**config.mk**
```make
export PLATFORM = sky130hd
export DESIGN_NAME = hue_stage1_pipe_flat
export DESIGN_NICKNAME = d
export VERILOG_FILES = /design/src/rtl/hue_stage1_pipe_if.sv /design/src/rtl/hue_stage1_pipe.sv /design/src/flat_wrapper.sv
export SDC_FILE = /design/constraint.sdc
export NUM_CORES = 1
export LEC_CHECK = 0
export ABC_AREA = 1
export CAP_MARGIN = 20
export CORE_MARGIN = 2
export CORE_UTILIZATION = 52
export DETAILED_ROUTE_END_ITERATION = 8
export GPL_TIMING_DRIVEN = 0
export PLACE_DENSITY_LB_ADDON = 0.08
export SYNTH_ARGS = -nofsm -noshare
export SYNTH_HDL_FRONTEND = slang
export SYNTH_SLANG_ARGS = --single-unit
```
**constraint.sdc**
```tcl
create_clock -name i_clk -period 3 [get_ports i_clk]
set_input_delay 0.9 -clock i_clk [delete_from_list [all_inputs] [get_ports i_clk]]
set_output_delay 0.9 -clock i_clk [all_outputs]
set_load 0.03 [all_outputs]
```
**src/rtl/hue_stage1_pipe_if.sv**
```systemverilog
// Sample/result bus for hue_stage1_pipe.
// The master side drives samples in and accepts results; the slave side is the pipe.
interface hue_stage1_pipe_if #(
  parameter int DW = 16
) ();
  logic [DW-1:0] i_data;
  logic [1:0]    i_function;
  logic          i_valid;
  logic          i_ready;
  logic [DW-1:0] o_data;
  logic          o_grey;
  logic          o_err;
  logic          o_valid;
  logic          o_ready;
  logic [31:0]   o_count;

  modport master (
    output i_data, i_function, i_valid, o_ready,
    input  i_ready, o_data, o_grey, o_err, o_valid, o_count
  );

  modport slave (
    input  i_data, i_function, i_valid, o_ready,
    output i_ready, o_data, o_grey, o_err, o_valid, o_count
  );
endinterface

```
**src/rtl/hue_stage1_pipe.sv**
```systemverilog
// hue_stage1_pipe: two-stage hue sector pipeline.
//   S1 registers the signed product i_data*SCALE and the sector select.
//   S2 adds the sector offset, applies a single wrap into 0..6*SCALE-1 and
//   registers the result together with grey/error flags.
// Optional feature macro: HUE_STAGE1_PIPE_STATS_EN builds a 32-bit counter of
// output handshakes on o_count; without it o_count is tied to zero.
module hue_stage1_pipe #(
  parameter int DW    = 16,
  parameter int SCALE = 60
) (
  input logic              i_clk,
  input logic              i_rst,
  hue_stage1_pipe_if.slave bus
);

  localparam int PW = 2 * DW;
  localparam int SW = 2 * DW + 1;

  localparam logic signed [PW-1:0] SCALE_P     = PW'(SCALE);
  localparam logic signed [SW-1:0] OFF_G_P     = SW'(2 * SCALE);
  localparam logic signed [SW-1:0] OFF_B_P     = SW'(4 * SCALE);
  localparam logic signed [SW-1:0] HUE_RANGE_P = SW'(6 * SCALE);
  localparam logic signed [SW-1:0] ZERO_P      = {SW{1'b0}};

  // Stage 1 state
  logic                 s1_valid_q, s1_valid_d;
  logic signed [PW-1:0] s1_prod_q,  s1_prod_d;
  logic [1:0]           s1_func_q,  s1_func_d;

  // Stage 2 state (drives the outputs directly)
  logic                 o_valid_q,  o_valid_d;
  logic [DW-1:0]        o_data_q,   o_data_d;
  logic                 o_grey_q,   o_grey_d;
  logic                 o_err_q,    o_err_d;

  // Combinational helpers
  logic                 s2_adv_s;
  logic                 i_ready_s;
  logic signed [PW-1:0] data_ext_s;
  logic signed [PW-1:0] prod_s;
  logic signed [SW-1:0] offset_s;
  logic signed [SW-1:0] sum_s;
  logic signed [SW-1:0] corr_s;
  logic                 err_s;

  // Flow control: S2 moves when empty or being consumed; S1 may load when it can hand off.
  always_comb begin
    s2_adv_s  = 1'b0;
    i_ready_s = 1'b0;
    s2_adv_s  = !o_valid_q || bus.o_ready;
    i_ready_s = !s1_valid_q || s2_adv_s;
  end

  // Signed product of the incoming difference and the sector scale.
  always_comb begin
    data_ext_s = {{DW{bus.i_data[DW-1]}}, bus.i_data};
    prod_s     = data_ext_s * SCALE_P;
  end

  // Stage 1 next state: load on acceptance, drain when handed off, otherwise hold.
  always_comb begin
    s1_valid_d = s1_valid_q;
    s1_prod_d  = s1_prod_q;
    s1_func_d  = s1_func_q;
    if (i_ready_s) begin
      s1_valid_d = bus.i_valid;
      if (bus.i_valid) begin
        s1_prod_d = prod_s;
        s1_func_d = bus.i_function;
      end else begin
        s1_prod_d = s1_prod_q;
        s1_func_d = s1_func_q;
      end
    end else begin
      s1_valid_d = s1_valid_q;
    end
  end

  // Sector offset, single wrap correction and range check on the S1 contents.
  always_comb begin
    offset_s = ZERO_P;
    case (s1_func_q)
      2'd2:    offset_s = OFF_G_P;
      2'd3:    offset_s = OFF_B_P;
      default: offset_s = ZERO_P;
    endcase
    sum_s = {s1_prod_q[PW-1], s1_prod_q} + offset_s;
    if (sum_s < ZERO_P) begin
      corr_s = sum_s + HUE_RANGE_P;
    end else if (sum_s >= HUE_RANGE_P) begin
      corr_s = sum_s - HUE_RANGE_P;
    end else begin
      corr_s = sum_s;
    end
    err_s = (corr_s < ZERO_P) || (corr_s >= HUE_RANGE_P);
  end

  // Stage 2 next state: capture S1 when advancing, hold the result while stalled.
  always_comb begin
    o_valid_d = o_valid_q;
    o_data_d  = o_data_q;
    o_grey_d  = o_grey_q;
    o_err_d   = o_err_q;
    if (s2_adv_s) begin
      o_valid_d = s1_valid_q;
      if (s1_valid_q) begin
        if (s1_func_q == 2'd0) begin
          o_data_d = {DW{1'b0}};
          o_grey_d = 1'b1;
          o_err_d  = 1'b0;
        end else begin
          o_data_d = corr_s[DW-1:0];
          o_grey_d = 1'b0;
          o_err_d  = err_s;
        end
      end else begin
        o_data_d = o_data_q;
      end
    end else begin
      o_valid_d = o_valid_q;
    end
  end

  // Stage 1 registers; reset discards any in-flight sample.
  always_ff @(posedge i_clk or posedge i_rst) begin
    if (i_rst) begin
      s1_valid_q <= 1'b0;
      s1_prod_q  <= {PW{1'b0}};
      s1_func_q  <= 2'd0;
    end else begin
      s1_valid_q <= s1_valid_d;
      s1_prod_q  <= s1_prod_d;
      s1_func_q  <= s1_func_d;
    end
  end

  // Stage 2 / output registers; reset clears outputs immediately.
  always_ff @(posedge i_clk or posedge i_rst) begin
    if (i_rst) begin
      o_valid_q <= 1'b0;
      o_data_q  <= {DW{1'b0}};
      o_grey_q  <= 1'b0;
      o_err_q   <= 1'b0;
    end else begin
      o_valid_q <= o_valid_d;
      o_data_q  <= o_data_d;
      o_grey_q  <= o_grey_d;
      o_err_q   <= o_err_d;
    end
  end

`ifdef HUE_STAGE1_PIPE_STATS_EN
  logic [31:0] o_count_q, o_count_d;

  // Output handshake counter, wraps naturally at 2^32.
  always_comb begin
    o_count_d = o_count_q;
    if (o_valid_q && bus.o_ready) begin
      o_count_d = o_count_q + 32'd1;
    end else begin
      o_count_d = o_count_q;
    end
  end

  // Counter register.
  always_ff @(posedge i_clk or posedge i_rst) begin
    if (i_rst) begin
      o_count_q <= 32'd0;
    end else begin
      o_count_q <= o_count_d;
    end
  end

  assign bus.o_count = o_count_q;
`else
  assign bus.o_count = 32'd0;
`endif

  assign bus.i_ready = i_ready_s;
  assign bus.o_valid = o_valid_q;
  assign bus.o_data  = o_data_q;
  assign bus.o_grey  = o_grey_q;
  assign bus.o_err   = o_err_q;

endmodule

```
**src/flat_wrapper.sv**
```systemverilog
// flat-port wrapper written by rule: the top's interface ports become plain ports
module hue_stage1_pipe_flat 
#(
  parameter int DW    = 16,
  parameter int SCALE = 60
)
  (i_clk, i_rst, bus_i_data, bus_i_function, bus_i_valid, bus_o_ready, bus_i_ready, bus_o_data, bus_o_grey, bus_o_err, bus_o_valid, bus_o_count);
  hue_stage1_pipe_if #(.DW(DW)) bus_i ();
  input logic i_clk;
  input logic i_rst;
  input wire logic [$bits(bus_i.i_data)-1:0] bus_i_data;
  input wire logic [$bits(bus_i.i_function)-1:0] bus_i_function;
  input wire logic [$bits(bus_i.i_valid)-1:0] bus_i_valid;
  input wire logic [$bits(bus_i.o_ready)-1:0] bus_o_ready;
  output wire logic [$bits(bus_i.i_ready)-1:0] bus_i_ready;
  output wire logic [$bits(bus_i.o_data)-1:0] bus_o_data;
  output wire logic [$bits(bus_i.o_grey)-1:0] bus_o_grey;
  output wire logic [$bits(bus_i.o_err)-1:0] bus_o_err;
  output wire logic [$bits(bus_i.o_valid)-1:0] bus_o_valid;
  output wire logic [$bits(bus_i.o_count)-1:0] bus_o_count;
  assign bus_i.i_data = bus_i_data;
  assign bus_i.i_function = bus_i_function;
  assign bus_i.i_valid = bus_i_valid;
  assign bus_i.o_ready = bus_o_ready;
  assign bus_i_ready = bus_i.i_ready;
  assign bus_o_data = bus_i.o_data;
  assign bus_o_grey = bus_i.o_grey;
  assign bus_o_err = bus_i.o_err;
  assign bus_o_valid = bus_i.o_valid;
  assign bus_o_count = bus_i.o_count;
  hue_stage1_pipe #(.DW(DW), .SCALE(SCALE)) u_core (.i_clk(i_clk), .i_rst(i_rst), .bus(bus_i));
endmodule
```
==> flow_metrics.tcl <==
set metrics [dict create \
    clk_transition_reported_paths_ps 90 \
    sequential_share_of_the_synthesized_area_pct 18.12 \
    irDropWorstVdd_uv 483.0 \
    p_int_mw 3.535 \
    report.final.setup_viol 21 \
    cts.htree.levels 2 \
    initial_core_util_pct 52.70 \
    synthArstFlopShare_pct 100.0 \
    run_status "finished with violations" \
    ant_nets 0 \
    estimated_wirelength_of_the_detail_placed_design_um 11810 \
    cts-hold-fix-buffers 0 \
    pin_count_of_the_biggest_net_entering_global_routing 42 \
    pre_cts_ws_ps -1967 \
    yosys.area.top_type_share_pct 18.12 \
    drtPass1Iterations 5 \
    setup.reg_to_reg.worst_slack_ps -380 \
    floorplan.die_area_um2 11740 \
    synth_flop_cell "dfrtp_1" \
    relSlewSlack_pct 43.14 \
    hold_path.class "reg -> reg" \
    clk_path_buf_depth 2 \
    timing.critical_path.depth 20 \
    area_growth_pct 44.85 \
    endpoint_kind "flip-flop" \
    core-area_um2 10750 \
    fmax_mhz 241.8 \
    critical_path_arrival_ps 4360 \
    synthesis.area_per_instance_um2 6.554 \
    final_layout_size_suffix_gt1_share_pct 34.51 \
    launching_element_of_the_worst_setup_path "bus_i_data[2]" \
    placement.io_buffers 39 \
    yosysWarningCount 0 \
    cp_slowest_cell "fa_1" \
    post-synth-top-area-cell "dfrtp_1" \
    via_count_of_the_first_global_routing_pass 5930 \
    worstMarginPinSlew_ps 851.7 \
    share_seq_of_total_power_pct 13.1 \
    crit_path_cell_trace "buf_12 -> ha_4 -> inv_2 -> fa_1 -> inv_2 -> fa_1 -> ha_4 -> a21oi_4 -> nand2_4 -> a21oi_4 -> o21ai_2 -> a21boi_2 -> o21ai_2 -> a21boi_2 -> nor2_1 -> nor2_1 -> o21bai_1 -> buf_4 -> xor2_1 -> o21ai_1" \
    final_hold_viol_count 0 \
    number_of_distinct_standard_cells_referenced_by_the_synthesized_netlist 42 \
    drt-total-wl_um 17610 \
    detail_route.vias_per_cell 5.286 \
    fill_cells 794 \
    layout.cell_area.non_filler_um2 8203 \
    die-height_um 108.4 \
    finish.net_count 1112 \
    antenna_violations_before_repair 0 \
    report.final.slew_viol_count 0 \
    cpPeakStageDelay_ps 550 \
    cpLargestDelayFamily "adder cells" \
    cts_tree "yes" \
    rsz0062_at_grt "yes" \
    yosys-top-cells-area "dfrtp_1 (18%), nand2_1 (16%), fa_1 (9.9%)" \
    fin_ws_ps -1136 \
    floorplan.rows 38 \
    min_period_ps 4136 \
    cts_sinks 41 \
    violations "setup timing" \
    clockRootBuffer "clkbuf_8" \
    finalClockSkew_ps 10.68 \
    grt_pass1_wl_um 26850 \
    fin_hold_ws_ps 490.0 \
    diodes 0 \
    cts_made_buffers 5 \
    required_time_reported_for_the_critical_path_endpoint_ps 3230 \
    critical_path.n_buffers_inverters 4 \
    crit-reg2reg-capture "u_core.bus.o_err" \
    switching_share_pct 52.82 \
    detailroute.via_count 6132 \
    critPathLaunchType "input port" \
    num_io_pins 74 \
    track_usage_pct 28.72 \
    die_width_um 108.4 \
    path_max_fanout 3 \
    postPlaceCellArea_um2 6603 \
    ys_seq_elements 41 \
    clock_power_share_pct 6.2 \
    synth.cell_area_um2 5663 \
    p_comb_share_pct 80.6 \
    clk-insertion-delay-late_ps 310 \
    mean_routed_wirelength_per_cell_um 15.18 \
    netlist_instances 864 \
    p_leak_nw 4.066 \
    total_switching_power_mw 3.958 \
    path_type_of_the_worst_setup_path "in -> reg" \
    initialDrtViolationCount 401 \
    gp_routability_congestion 0.8891 \
    worst-r2r-cell-count 21 \
    fin_crit_sh_pct 137.9 \
    regToRegStartpoint "u_core.s1_func_q[1]" \
    max_cap_viol_count 0 \
    worstSetupEndpoint "u_core.s1_prod_q[20]" \
    report.power.total_mw 7.493 \
    globalRouteOverflowTotal 0 \
    number_of_synthesized_flops_with_an_enable_pin 0 \
    power.density_cell_area_nw_per_um2 913.5 \
    drc 0 \
]
-- power groups by stage --
stage	Clock, mW	Sequential, mW	Combinational [mW]
after floorplan	0	1.11	2.97
after global placement	0	0.966	3.99
after detailed placement	0	0.972	4.07
after CTS	0.468	0.971	4.94
after global routing	0.486	1.02	6.55
final	0.466	0.985	6.04
-- worst min path at each step --
| stage | from | to | depth (start not counted) |
|---|---|---|---|
| 6_report | u_core.bus.o_err | u_core.bus.o_err | 2 |
| 5_1_grt | u_core.bus.o_err | u_core.bus.o_err | 2 |
| 4_1_cts | u_core.bus.o_err | u_core.bus.o_err | 2 |
| 3_5_place_dp | u_core.bus.o_err | u_core.bus.o_err | 2 |
| 3_3_place_gp | u_core.bus.o_err | u_core.bus.o_err | 2 |
| 2_1_floorplan | u_core.s1_prod_q[5] | u_core.s1_prod_q[5] | 2 |
-- metrics by stage --
step,TNS (ps),cells,util (%)
final,-9825,1160,76.34
after global routing,-12180,1160,76.34
after CTS,-7693,1150,70.75
after detailed placement,-25220,1076,61.45
after global placement,-23770,1076,61.45
after floorplan,-7668,897,-
-- registers in the layout, indices dropped and copies added (netlist names) --
name                flops
u_core.s1_valid_q       1
u_core.bus.o_err        1
u_core.bus.o_data      14
u_core.s1_func_q        2
u_core.s1_prod_q       21
u_core.bus.o_valid      1
u_core.bus.o_grey       1
-- cells in the mapped netlist, types with 6 or more instances --
library cell / number
xor2_1: 19
ha_1: 43
nand3b_1: 6
nand3_1: 79
buf_4: 34
fa_1: 28
xnor2_1: 7
nor2_1: 60
dfrtp_1: 41
inv_1: 144
nand2_1: 246
nand2_2: 10
clkbuf_1: 8
nor3_1: 6
a21oi_1: 22
o21ai_0: 45
nand4_1: 14
-- routing by layer --
| metal | GRT usage, % | share of wire (%) | vias to the layer above |
|---|---|---|---|
| met5 | 0 | 0 | - |
| met4 | 13.64 | 5.1 | 0 |
| met3 | 2.954 | 3.7 | 60 |
| met2 | 55.66 | 53 | 181 |
| met1 | 30.85 | 38 | 2901 |
| li1 | - | - | 2990 |
-- repair_timing --
item / 4_1_cts / 5_1_grt
buffers inserted: 65 / 18
pin swaps: 80 / 95
cloned: 1 / 0
resized for setup: 160 / 164
setup endpoints to repair: 32 / 31
-- cell usage in the layout (no fill, tap or decap), types with 4 or more instances in the layout --
master / instances
inv_2: 23
nor2_2: 10
buf_2: 6
xor2_1: 17
a21oi_2: 8
o21ai_2: 12
nand4_1: 14
clkbuf_1: 6
o21ai_1: 21
clkdlybuf4s50_1: 22
fa_2: 4
ha_1: 16
nor2_1: 40
xnor2_1: 4
nor3_1: 5
a21oi_4: 5
nand2_4: 16
a21oi_1: 11
clkbuf_8: 5
nand3_4: 5
nor2_4: 15
clkbuf_2: 5
o21ai_0: 14
buf_6: 21
fa_1: 24
nand3_2: 18
dfrtp_1: 40
nand2_1: 193
a22o_1: 5
ha_4: 27
nand2_2: 46
inv_1: 124
conb_1: 34
buf_4: 93
nand3_1: 57
nand3b_1: 6
-- tightest hold or removal path: cells and delay by family, from the launching register on --
family           cells  cell delay [ps]
flip-flops           1              350
AND/OR/NAND/NOR      2              100
-- kinds of logic after synthesis --
group | Yosys count | synth area share, %
AND/OR/NAND/NOR | 436 | 33.43
buffers and inverters | 193 | 15.18
AO/OA/AOI/OAI | 95 | 9.501
adder cells (fa/ha/maj) | 71 | 19.40
flip-flops | 41 | 18.12
XOR/XNOR | 27 | 4.309
other | 1 | 0.06622
-- layout make-up --
type	instances	area, um2	area share (%)
Buffer	43	302.8	3.691
Clock buffer	6	72.57	0.8847
Clock inverter	2	38.79	0.4728
Inverter	150	565.5	6.894
Multi-Input combinational cell	663	5017	61.17
Sequential cell	41	1027	12.52
Tap cell	140	175.2	2.135
Timing Repair Buffer	115	1003	12.23
Power figures use the tool's default switching activity.
